`config.mk`:
```
export PLATFORM = sky130hd
export DESIGN_NAME = ct_ifu_sfp_wr_ctrl_flat
export DESIGN_NICKNAME = d
export VERILOG_FILES = /design/src/rtl/ct_ifu_sfp_wr_ctrl_pkg.sv /design/src/rtl/ct_ifu_sfp_wr_ctrl_if.sv /design/src/rtl/ct_ifu_sfp_wr_ctrl_victim_sel.sv /design/src/rtl/ct_ifu_sfp_wr_ctrl.sv /design/src/flat_wrapper.sv
export SDC_FILE = /design/constraint.sdc
export NUM_CORES = 1
export LEC_CHECK = 0
export CAP_MARGIN = 10
export CORE_MARGIN = 2
export CORE_UTILIZATION = 43
export CTS_CLUSTER_DIAMETER = 60
export DETAILED_ROUTE_END_ITERATION = 10
export HOLD_SLACK_MARGIN = 0.02
export PLACE_DENSITY = 0.92
export SLEW_MARGIN = 5
export SYNTH_ARGS = -nofsm -noshare
export SYNTH_HDL_FRONTEND = slang
export SYNTH_SLANG_ARGS = --single-unit
```
`constraint.sdc`:
```
create_clock -name sfp_entry_clk -period 4.2 [get_ports sfp_entry_clk]
set_input_delay 0.84 -clock sfp_entry_clk [delete_from_list [all_inputs] [get_ports sfp_entry_clk]]
set_output_delay 0.84 -clock sfp_entry_clk [all_outputs]
set_load 0.05 [all_outputs]
```
`src/rtl/ct_ifu_sfp_wr_ctrl_pkg.sv`:
```
// rtl/ct_ifu_sfp_wr_ctrl_pkg.sv - SFP write controller shared types, encodings and helpers
package ct_ifu_sfp_pkg;

  typedef enum logic [1:0] {
    OP_ALLOC = 2'b00,
    OP_INC   = 2'b01,
    OP_DEC   = 2'b10,
    OP_CLR   = 2'b11
  } req_op_e;

  localparam logic [3:0] CNT_SET = 4'b0010;
  localparam logic [3:0] CNT_INC = 4'b0100;
  localparam logic [3:0] CNT_DEC = 4'b0001;
  localparam logic [3:0] CNT_CLR = 4'b1000;

  typedef enum logic [1:0] {
    ST_IDLE   = 2'b00,
    ST_WR_SF  = 2'b01,
    ST_WR_BAR = 2'b10,
    ST_WR_CNT = 2'b11
  } state_e;

  localparam int WD_W      = 25;
  localparam int WD_TYPE   = 24;
  localparam int WD_HI_LSB = 16;
  localparam int WD_PC_LSB = 4;

  function automatic logic [3:0] cnt_op_of(input logic [1:0] op);
    case (op)
      OP_INC:  return CNT_INC;
      OP_DEC:  return CNT_DEC;
      OP_CLR:  return CNT_CLR;
      default: return CNT_SET;
    endcase
  endfunction

  function automatic logic [WD_W-1:0] pack_wd(input logic typ, input logic [7:0] hi,
                                              input logic [11:0] pc, input logic [3:0] cop);
    logic [WD_W-1:0] w;
    w = '0;
    w[WD_TYPE] = typ;
    w[WD_HI_LSB +: 8] = hi;
    w[WD_PC_LSB +: 12] = pc;
    w[3:0] = cop;
    return w;
  endfunction

endpackage

```
`src/rtl/ct_ifu_sfp_wr_ctrl_if.sv`:
```
// rtl/ct_ifu_sfp_wr_ctrl_if.sv - SFP training request channel
interface ct_ifu_sfp_wr_ctrl_if;
  logic        req_vld;
  logic        req_rdy;
  logic [1:0]  req_op;
  logic        req_type;
  logic [7:0]  req_hi_pc;
  logic [11:0] req_sf_pc;
  logic [11:0] req_bar_pc;

  modport master (output req_vld, req_op, req_type, req_hi_pc, req_sf_pc, req_bar_pc,
                  input  req_rdy);
  modport slave  (input  req_vld, req_op, req_type, req_hi_pc, req_sf_pc, req_bar_pc,
                  output req_rdy);
endinterface

```
`src/rtl/ct_ifu_sfp_wr_ctrl_victim_sel.sv`:
```
// rtl/ct_ifu_sfp_wr_ctrl_victim_sel.sv - ALLOC victim pick: lowest invalid, else lowest cnt==0, else round-robin
module ct_ifu_sfp_victim_sel #(
  parameter int ENTRY_NUM = 8,
  parameter int IDX_W     = $clog2(ENTRY_NUM)
) (
  input  logic [ENTRY_NUM-1:0]   valid,
  input  logic [2*ENTRY_NUM-1:0] cnt,
  input  logic [IDX_W-1:0]       rr_ptr,
  output logic [IDX_W-1:0]       victim_idx,
  output logic                   rr_advance
);

  logic             found_inv;
  logic             found_zero;
  logic [IDX_W-1:0] inv_idx;
  logic [IDX_W-1:0] zero_idx;

  // Scanning downward leaves the lowest qualifying index in place.
  always_comb begin
    found_inv  = 1'b0;
    found_zero = 1'b0;
    inv_idx    = '0;
    zero_idx   = '0;
    for (int i = ENTRY_NUM - 1; i >= 0; i--) begin
      if (!valid[i]) begin
        found_inv = 1'b1;
        inv_idx   = IDX_W'(i);
      end
      if (cnt[2*i +: 2] == 2'b00) begin
        found_zero = 1'b1;
        zero_idx   = IDX_W'(i);
      end
    end
    rr_advance = !found_inv && !found_zero;
    victim_idx = found_inv ? inv_idx : (found_zero ? zero_idx : rr_ptr);
  end

endmodule

```
`src/rtl/ct_ifu_sfp_wr_ctrl.sv`:
```
// rtl/ct_ifu_sfp_wr_ctrl.sv - SFP table write controller: resolves training requests to one entry
module ct_ifu_sfp_wr_ctrl
  import ct_ifu_sfp_pkg::*;
#(
  parameter int ENTRY_NUM = 8
) (
  input  logic                     sfp_entry_clk,
  input  logic                     cpurst_b,
  input  logic                     cp0_ifu_nsfe,
  input  logic                     sfp_vl_pred_en,
  ct_ifu_sfp_wr_ctrl_if.slave      req,
  input  logic [8*ENTRY_NUM-1:0]   entry_hi_pc_v,
  input  logic [12*ENTRY_NUM-1:0]  entry_sf_pc_v,
  input  logic [2*ENTRY_NUM-1:0]   entry_cnt_v,
  input  logic [ENTRY_NUM-1:0]     entry_type_v,
  output logic [ENTRY_NUM-1:0]     entry_write_en_x,
  output logic [ENTRY_NUM-1:0]     entry_clk_en_x,
  output logic [WD_W-1:0]          entry_write_data,
  output logic                     entry_sf_pc_updt_bit,
  output logic                     entry_bar_pc_updt_bit,
  output logic                     entry_cnt_updt_bit,
  output logic                     sfp_updt_miss
);

  localparam int IDX_W = $clog2(ENTRY_NUM);

  state_e               state, state_nxt;
  logic [ENTRY_NUM-1:0] valid;
  logic [IDX_W-1:0]     rr_ptr;
  logic [1:0]           q_op;
  logic                 q_type;
  logic [7:0]           q_hi_pc;
  logic [11:0]          q_sf_pc;
  logic [11:0]          q_bar_pc;
  logic [IDX_W-1:0]     q_tgt;
  logic                 miss_q;

  logic                 en;
  logic [ENTRY_NUM-1:0] hit;
  logic                 hit_any;
  logic [IDX_W-1:0]     hit_idx;
  logic [IDX_W-1:0]     victim_idx;
  logic                 rr_advance;
  logic [IDX_W-1:0]     sel_idx;
  logic                 accept;
  logic                 is_alloc;
  logic                 go_wr;

  assign en       = cp0_ifu_nsfe | sfp_vl_pred_en;
  assign is_alloc = (req.req_op == OP_ALLOC);
  // With SFP disabled the channel keeps draining so upstream never stalls.
  assign req.req_rdy = (state == ST_IDLE) | ~en;
  assign accept   = req.req_vld & (state == ST_IDLE) & en;

  always_comb begin
    hit     = '0;
    hit_idx = '0;
    for (int i = ENTRY_NUM - 1; i >= 0; i--) begin
      hit[i] = valid[i] & (entry_hi_pc_v[8*i +: 8] == req.req_hi_pc)
                        & (entry_sf_pc_v[12*i +: 12] == req.req_sf_pc);
      if (hit[i]) hit_idx = IDX_W'(i);
    end
    hit_any = |hit;
  end

  ct_ifu_sfp_victim_sel #(.ENTRY_NUM(ENTRY_NUM), .IDX_W(IDX_W)) u_victim_sel (
    .valid      (valid),
    .cnt        (entry_cnt_v),
    .rr_ptr     (rr_ptr),
    .victim_idx (victim_idx),
    .rr_advance (rr_advance)
  );

  assign sel_idx = hit_any ? hit_idx : victim_idx;
  assign go_wr   = accept & (is_alloc | hit_any);

  always_ff @(posedge sfp_entry_clk or negedge cpurst_b) begin
    if (!cpurst_b) begin
      state    <= ST_IDLE;
      valid    <= '0;
      rr_ptr   <= '0;
      q_op     <= '0;
      q_type   <= 1'b0;
      q_hi_pc  <= '0;
      q_sf_pc  <= '0;
      q_bar_pc <= '0;
      q_tgt    <= '0;
      miss_q   <= 1'b0;
    end else begin
      state  <= state_nxt;
      miss_q <= accept & ~is_alloc & ~hit_any;
      if (go_wr) begin
        q_op     <= req.req_op;
        q_type   <= req.req_type;
        q_hi_pc  <= req.req_hi_pc;
        q_sf_pc  <= req.req_sf_pc;
        q_bar_pc <= req.req_bar_pc;
        q_tgt    <= sel_idx;
      end
      if (accept && is_alloc) begin
        valid[sel_idx] <= 1'b1;
        if (!hit_any && rr_advance) rr_ptr <= rr_ptr + 1'b1;
      end
    end
  end

  always_comb begin
    state_nxt             = state;
    entry_write_en_x      = '0;
    entry_write_data      = '0;
    entry_sf_pc_updt_bit  = 1'b0;
    entry_bar_pc_updt_bit = 1'b0;
    entry_cnt_updt_bit    = 1'b0;
    case (state)
      ST_IDLE: begin
        if (go_wr) state_nxt = is_alloc ? ST_WR_SF : ST_WR_CNT;
      end
      ST_WR_SF: begin
        entry_write_en_x     = ENTRY_NUM'(1) << q_tgt;
        entry_write_data     = pack_wd(q_type, q_hi_pc, q_sf_pc, CNT_SET);
        entry_sf_pc_updt_bit = 1'b1;
        entry_cnt_updt_bit   = 1'b1;
        state_nxt            = ST_WR_BAR;
      end
      ST_WR_BAR: begin
        entry_write_en_x      = ENTRY_NUM'(1) << q_tgt;
        entry_write_data      = pack_wd(q_type, q_hi_pc, q_bar_pc, 4'b0000);
        entry_bar_pc_updt_bit = 1'b1;
        state_nxt             = ST_IDLE;
      end
      ST_WR_CNT: begin
        entry_write_en_x   = ENTRY_NUM'(1) << q_tgt;
        entry_write_data   = pack_wd(entry_type_v[q_tgt], q_hi_pc, q_sf_pc, cnt_op_of(q_op));
        entry_cnt_updt_bit = 1'b1;
        state_nxt          = ST_IDLE;
      end
      default: state_nxt = ST_IDLE;
    endcase
  end

  assign entry_clk_en_x = entry_write_en_x;
  assign sfp_updt_miss  = miss_q;

endmodule
```
`src/flat_wrapper.sv`:
```
// flat-port wrapper written by rule: the top's interface ports become plain ports
module ct_ifu_sfp_wr_ctrl_flat import ct_ifu_sfp_pkg::*;
#(
  parameter int ENTRY_NUM = 8
)
  (sfp_entry_clk, cpurst_b, cp0_ifu_nsfe, sfp_vl_pred_en, entry_hi_pc_v, entry_sf_pc_v, entry_cnt_v, entry_type_v, entry_write_en_x, entry_clk_en_x, entry_write_data, entry_sf_pc_updt_bit, entry_bar_pc_updt_bit, entry_cnt_updt_bit, sfp_updt_miss, req_req_vld, req_req_op, req_req_type, req_req_hi_pc, req_req_sf_pc, req_req_bar_pc, req_req_rdy);
  ct_ifu_sfp_wr_ctrl_if req_i ();
  input  logic sfp_entry_clk;
  input  logic cpurst_b;
  input  logic cp0_ifu_nsfe;
  input  logic sfp_vl_pred_en;
  input  logic [8*ENTRY_NUM-1:0] entry_hi_pc_v;
  input  logic [12*ENTRY_NUM-1:0] entry_sf_pc_v;
  input  logic [2*ENTRY_NUM-1:0] entry_cnt_v;
  input  logic [ENTRY_NUM-1:0] entry_type_v;
  output logic [ENTRY_NUM-1:0] entry_write_en_x;
  output logic [ENTRY_NUM-1:0] entry_clk_en_x;
  output logic [WD_W-1:0] entry_write_data;
  output logic entry_sf_pc_updt_bit;
  output logic entry_bar_pc_updt_bit;
  output logic entry_cnt_updt_bit;
  output logic sfp_updt_miss;
  input wire logic [$bits(req_i.req_vld)-1:0] req_req_vld;
  input wire logic [$bits(req_i.req_op)-1:0] req_req_op;
  input wire logic [$bits(req_i.req_type)-1:0] req_req_type;
  input wire logic [$bits(req_i.req_hi_pc)-1:0] req_req_hi_pc;
  input wire logic [$bits(req_i.req_sf_pc)-1:0] req_req_sf_pc;
  input wire logic [$bits(req_i.req_bar_pc)-1:0] req_req_bar_pc;
  output wire logic [$bits(req_i.req_rdy)-1:0] req_req_rdy;
  assign req_i.req_vld = req_req_vld;
  assign req_i.req_op = req_req_op;
  assign req_i.req_type = req_req_type;
  assign req_i.req_hi_pc = req_req_hi_pc;
  assign req_i.req_sf_pc = req_req_sf_pc;
  assign req_i.req_bar_pc = req_req_bar_pc;
  assign req_req_rdy = req_i.req_rdy;
  ct_ifu_sfp_wr_ctrl #(.ENTRY_NUM(ENTRY_NUM)) u_core (.sfp_entry_clk(sfp_entry_clk), .cpurst_b(cpurst_b), .cp0_ifu_nsfe(cp0_ifu_nsfe), .sfp_vl_pred_en(sfp_vl_pred_en), .req(req_i), .entry_hi_pc_v(entry_hi_pc_v), .entry_sf_pc_v(entry_sf_pc_v), .entry_cnt_v(entry_cnt_v), .entry_type_v(entry_type_v), .entry_write_en_x(entry_write_en_x), .entry_clk_en_x(entry_clk_en_x), .entry_write_data(entry_write_data), .entry_sf_pc_updt_bit(entry_sf_pc_updt_bit), .entry_bar_pc_updt_bit(entry_bar_pc_updt_bit), .entry_cnt_updt_bit(entry_cnt_updt_bit), .sfp_updt_miss(sfp_updt_miss));
endmodule
```
==> summary.txt <==
Synthesis
  – Netlist cell types: 57
  – Seq/Total Area, Yosys: 25.7%
  – Synth Register Bits: 52
  – Mean post-synth cell area: 9.30 um2
  – Area contributors post-synth: dfrtp_1 (26%), xnor2_1 (19%), xor2_1 (8.6%)
  – Yosys warns: 0
  – Post-Syn Nets: 770
  – Syn Inst Count: 545
  – Async SR Flop Fraction: 100%
  – Most instantiated cells after synthesis: xnor2_1 (111), dfrtp_1 (52), xor2_1 (50)
  – Top-count cell post-synth: xnor2_1
  – Cell Area, Synth: 0.00507 mm2
  – Synth top area share: 25.7%
  – Post-synth EDFFs: 0
  – Cell taking the most area after synthesis: dfrtp_1
  – Ys flop type: dfrtp_1

Route
  – Met2 WL: 10,500 um
  – Vias per Instance: 5.87
  – Total Wirelength: 21,500 um
  – Met1 wire length: 8130 um
  – Via Count: 5,598
  – Top Metal Used: met4
  – Initial DRC Count: 466
  – TritonRoute pass-1 iters: 5
  – Post-detailed-route count of antenna-violating nets: 0
  – Drt drc: 0
  – DR WL met3: 1940 um
  – Wire length per cell: 22.6 um

Cells and area
  – Proportion of layout cells with a drive suffix above 1: 11.5%
  – Nets: 1,033
  – Area Growth Syn to Fin: 58.5%

STA
  – Max_slew headroom: 27.9%
  – Tcrit/Tclk final: 88.9%
  – Worst Skew: 0.00950 ns
  – F_max: 0.268 GHz
  – Setup violators final: 0
  – Final hold viol count: 0
  – RSZ-0062 raised after global routing: no
  – Fin Hold WS: 0.492 ns
  – Slew @ Worst Pin: 1.08 ns
  – Setup Total Neg Slack: 0 ns
  – Slew Viols, Final: 0
  – Min Clock Period, post-route: 3.73 ns

Setup path
  – WP data required: 3.36 ns
  – CP Capture Type: output port
  – Crit path kind: register to output port
  – Critical Path Start Type: register
  – Crit path DAT: 2.89 ns
  – Worst-path maximum fanout: 13

CTS
  – Clk_lat worst skew: 0.30 ns
  – Total CTS buffers: 5
  – Post-CTS Setup Bufs: 0
  – TritonCTS clock tree: done
  – Reg clk slew, reported paths: 0.08 ns
  – Htree depth: 2
  – Post-CTS Hold Fix Bufs: 0
  – CTS root buffer: clkbuf_16
  – Clock Sinks: 52
  – Max Root-Sink Buffers: 2
  – Post-CTS sizing: 0

Outcome
  – Status: completed

Flow run
  – Maxcap violations: 0

Placement
  – HPWL after DPL: 17,300 um
  – GP Congestion: 0.992
  – Port Buf Inserts: 269

Worst hold path
  – Worst Hold Class: register to register

Global route
  – GRT Util Overall: 32.9%
  – Largest net degree at the start of global routing: 53
  – Vias in the first global route: 5,789
  – First-pass GRT wire length: 32,200 um
  – Initial antenna violation count: 1
  – GRT overflow: 0

Die
  – Chip width: 113 um
  – Core area: 0.0115 mm2
  – Num ports: 270
  – # rows: 39
  – Die footprint: 0.0127 mm2
  – DIE HEIGHT: 113 um
  – Starting density of the core: 44.2%

Pwr
  – Worst vdd ir: 274 uV
  – Leakage power: 2.99 nW
  – Pwr dens: 289 mW/mm2
==> worst max-delay path: stages (launching register included) <==
cell and delay (ns):
dfrtp_1 0.56, nor2b_1 0.90, a22o_1 0.31, clkdlybuf4s50_1 0.82
==> worst paths after layout <==
check / depth (start not counted) / startpoint / slack (ns) / to
max: 3 / u_core.state[1] / 0.47 / entry_write_data[4]
min: 1 / u_core.rr_ptr[2] / 0.49 / u_core.rr_ptr[2]
max reg2reg: 8 / u_core.valid[5] / 1.54 / u_core.q_bar_pc[9]
min reg2reg: 1 / u_core.rr_ptr[2] / 0.49 / u_core.rr_ptr[2]
max in group asynchronous: 1 / cpurst_b / 3.18 / u_core.valid[2]
min in group asynchronous: 1 / cpurst_b / 0.56 / u_core.q_bar_pc[4]
==> layout make-up <==
type                            instances  area [um2]
Multi-Input combinational cell        445        3480
Fill cell                             849        3430
Timing Repair Buffer                  295        2890
Sequential cell                        52        1300
Tap cell                              143         179
Clock buffer                            6         139
Inverter                                9        33.8
Clock inverter                          2        17.5
Antenna cell                            1        2.50
==> registers in the layout, summed over array words and instances (netlist names) <==
register              count
u_core.q_sf_pc           12
u_core.q_hi_pc            8
u_core.rr_ptr             3
u_core.q_op               2
u_core.q_tgt              3
u_core.state              2
u_core.q_bar_pc          12
u_core.q_type             1
u_core.valid              8
u_core.sfp_updt_miss      1
==> cell families after synthesis <==
family	share of synthesized area, %
and+or+nand+nor	23.0
adders and majority gates	0.247
buffers and inverters	5.73
xor gates and xnor gates	27.8
muxes	10.1
AOI/OAI and AO/OA	7.43
DFF	25.7
==> layer usage <==
layer | track usage (%) | vias to the layer above
met5 | 0 | -
met2 | 56.6 | 378
met1 | 41.0 | 2668
met4 | 12.5 | 0
li1 | - | 2474
met3 | 5.99 | 78
==> cells in the final DEF (no fill, tap or decap), types with 19 or more instances in the layout <==
master	netlist	layout
buf_4	8	27
nand4_1	45	45
mux2_2	29	29
xor2_1	50	50
nand3_1	19	19
dfrtp_1	52	52
clkdlybuf4s50_1	0	268
nor2_1	21	21
xnor2_1	111	111
nor4_1	23	23
==> per-stage QoR <==
step                      utilization, %  instances  total power [mW]  cell area [um2]  setup WS (ns)
after global routing                70.1        953              2.42             8030          0.386
after global placement              68.7        944              1.82             7870          0.261
final                               70.1        953              2.33             8030          0.466
after floorplan                        -        545              1.37             5070          0.547
after detailed placement            68.7        944              1.86             7870          0.259
after CTS                           70.0        952              2.30             8030          0.522
==> where the power goes <==
group / switching, mW / leakage, nW / internal [mW]
sequential: 0.141 / 0.635 / 0.629
clock: 0.202 / 0.0779 / 0.242
combinational: 0.544 / 2.28 / 0.568
No activity file was read; power rests on OpenSTA's default activity.
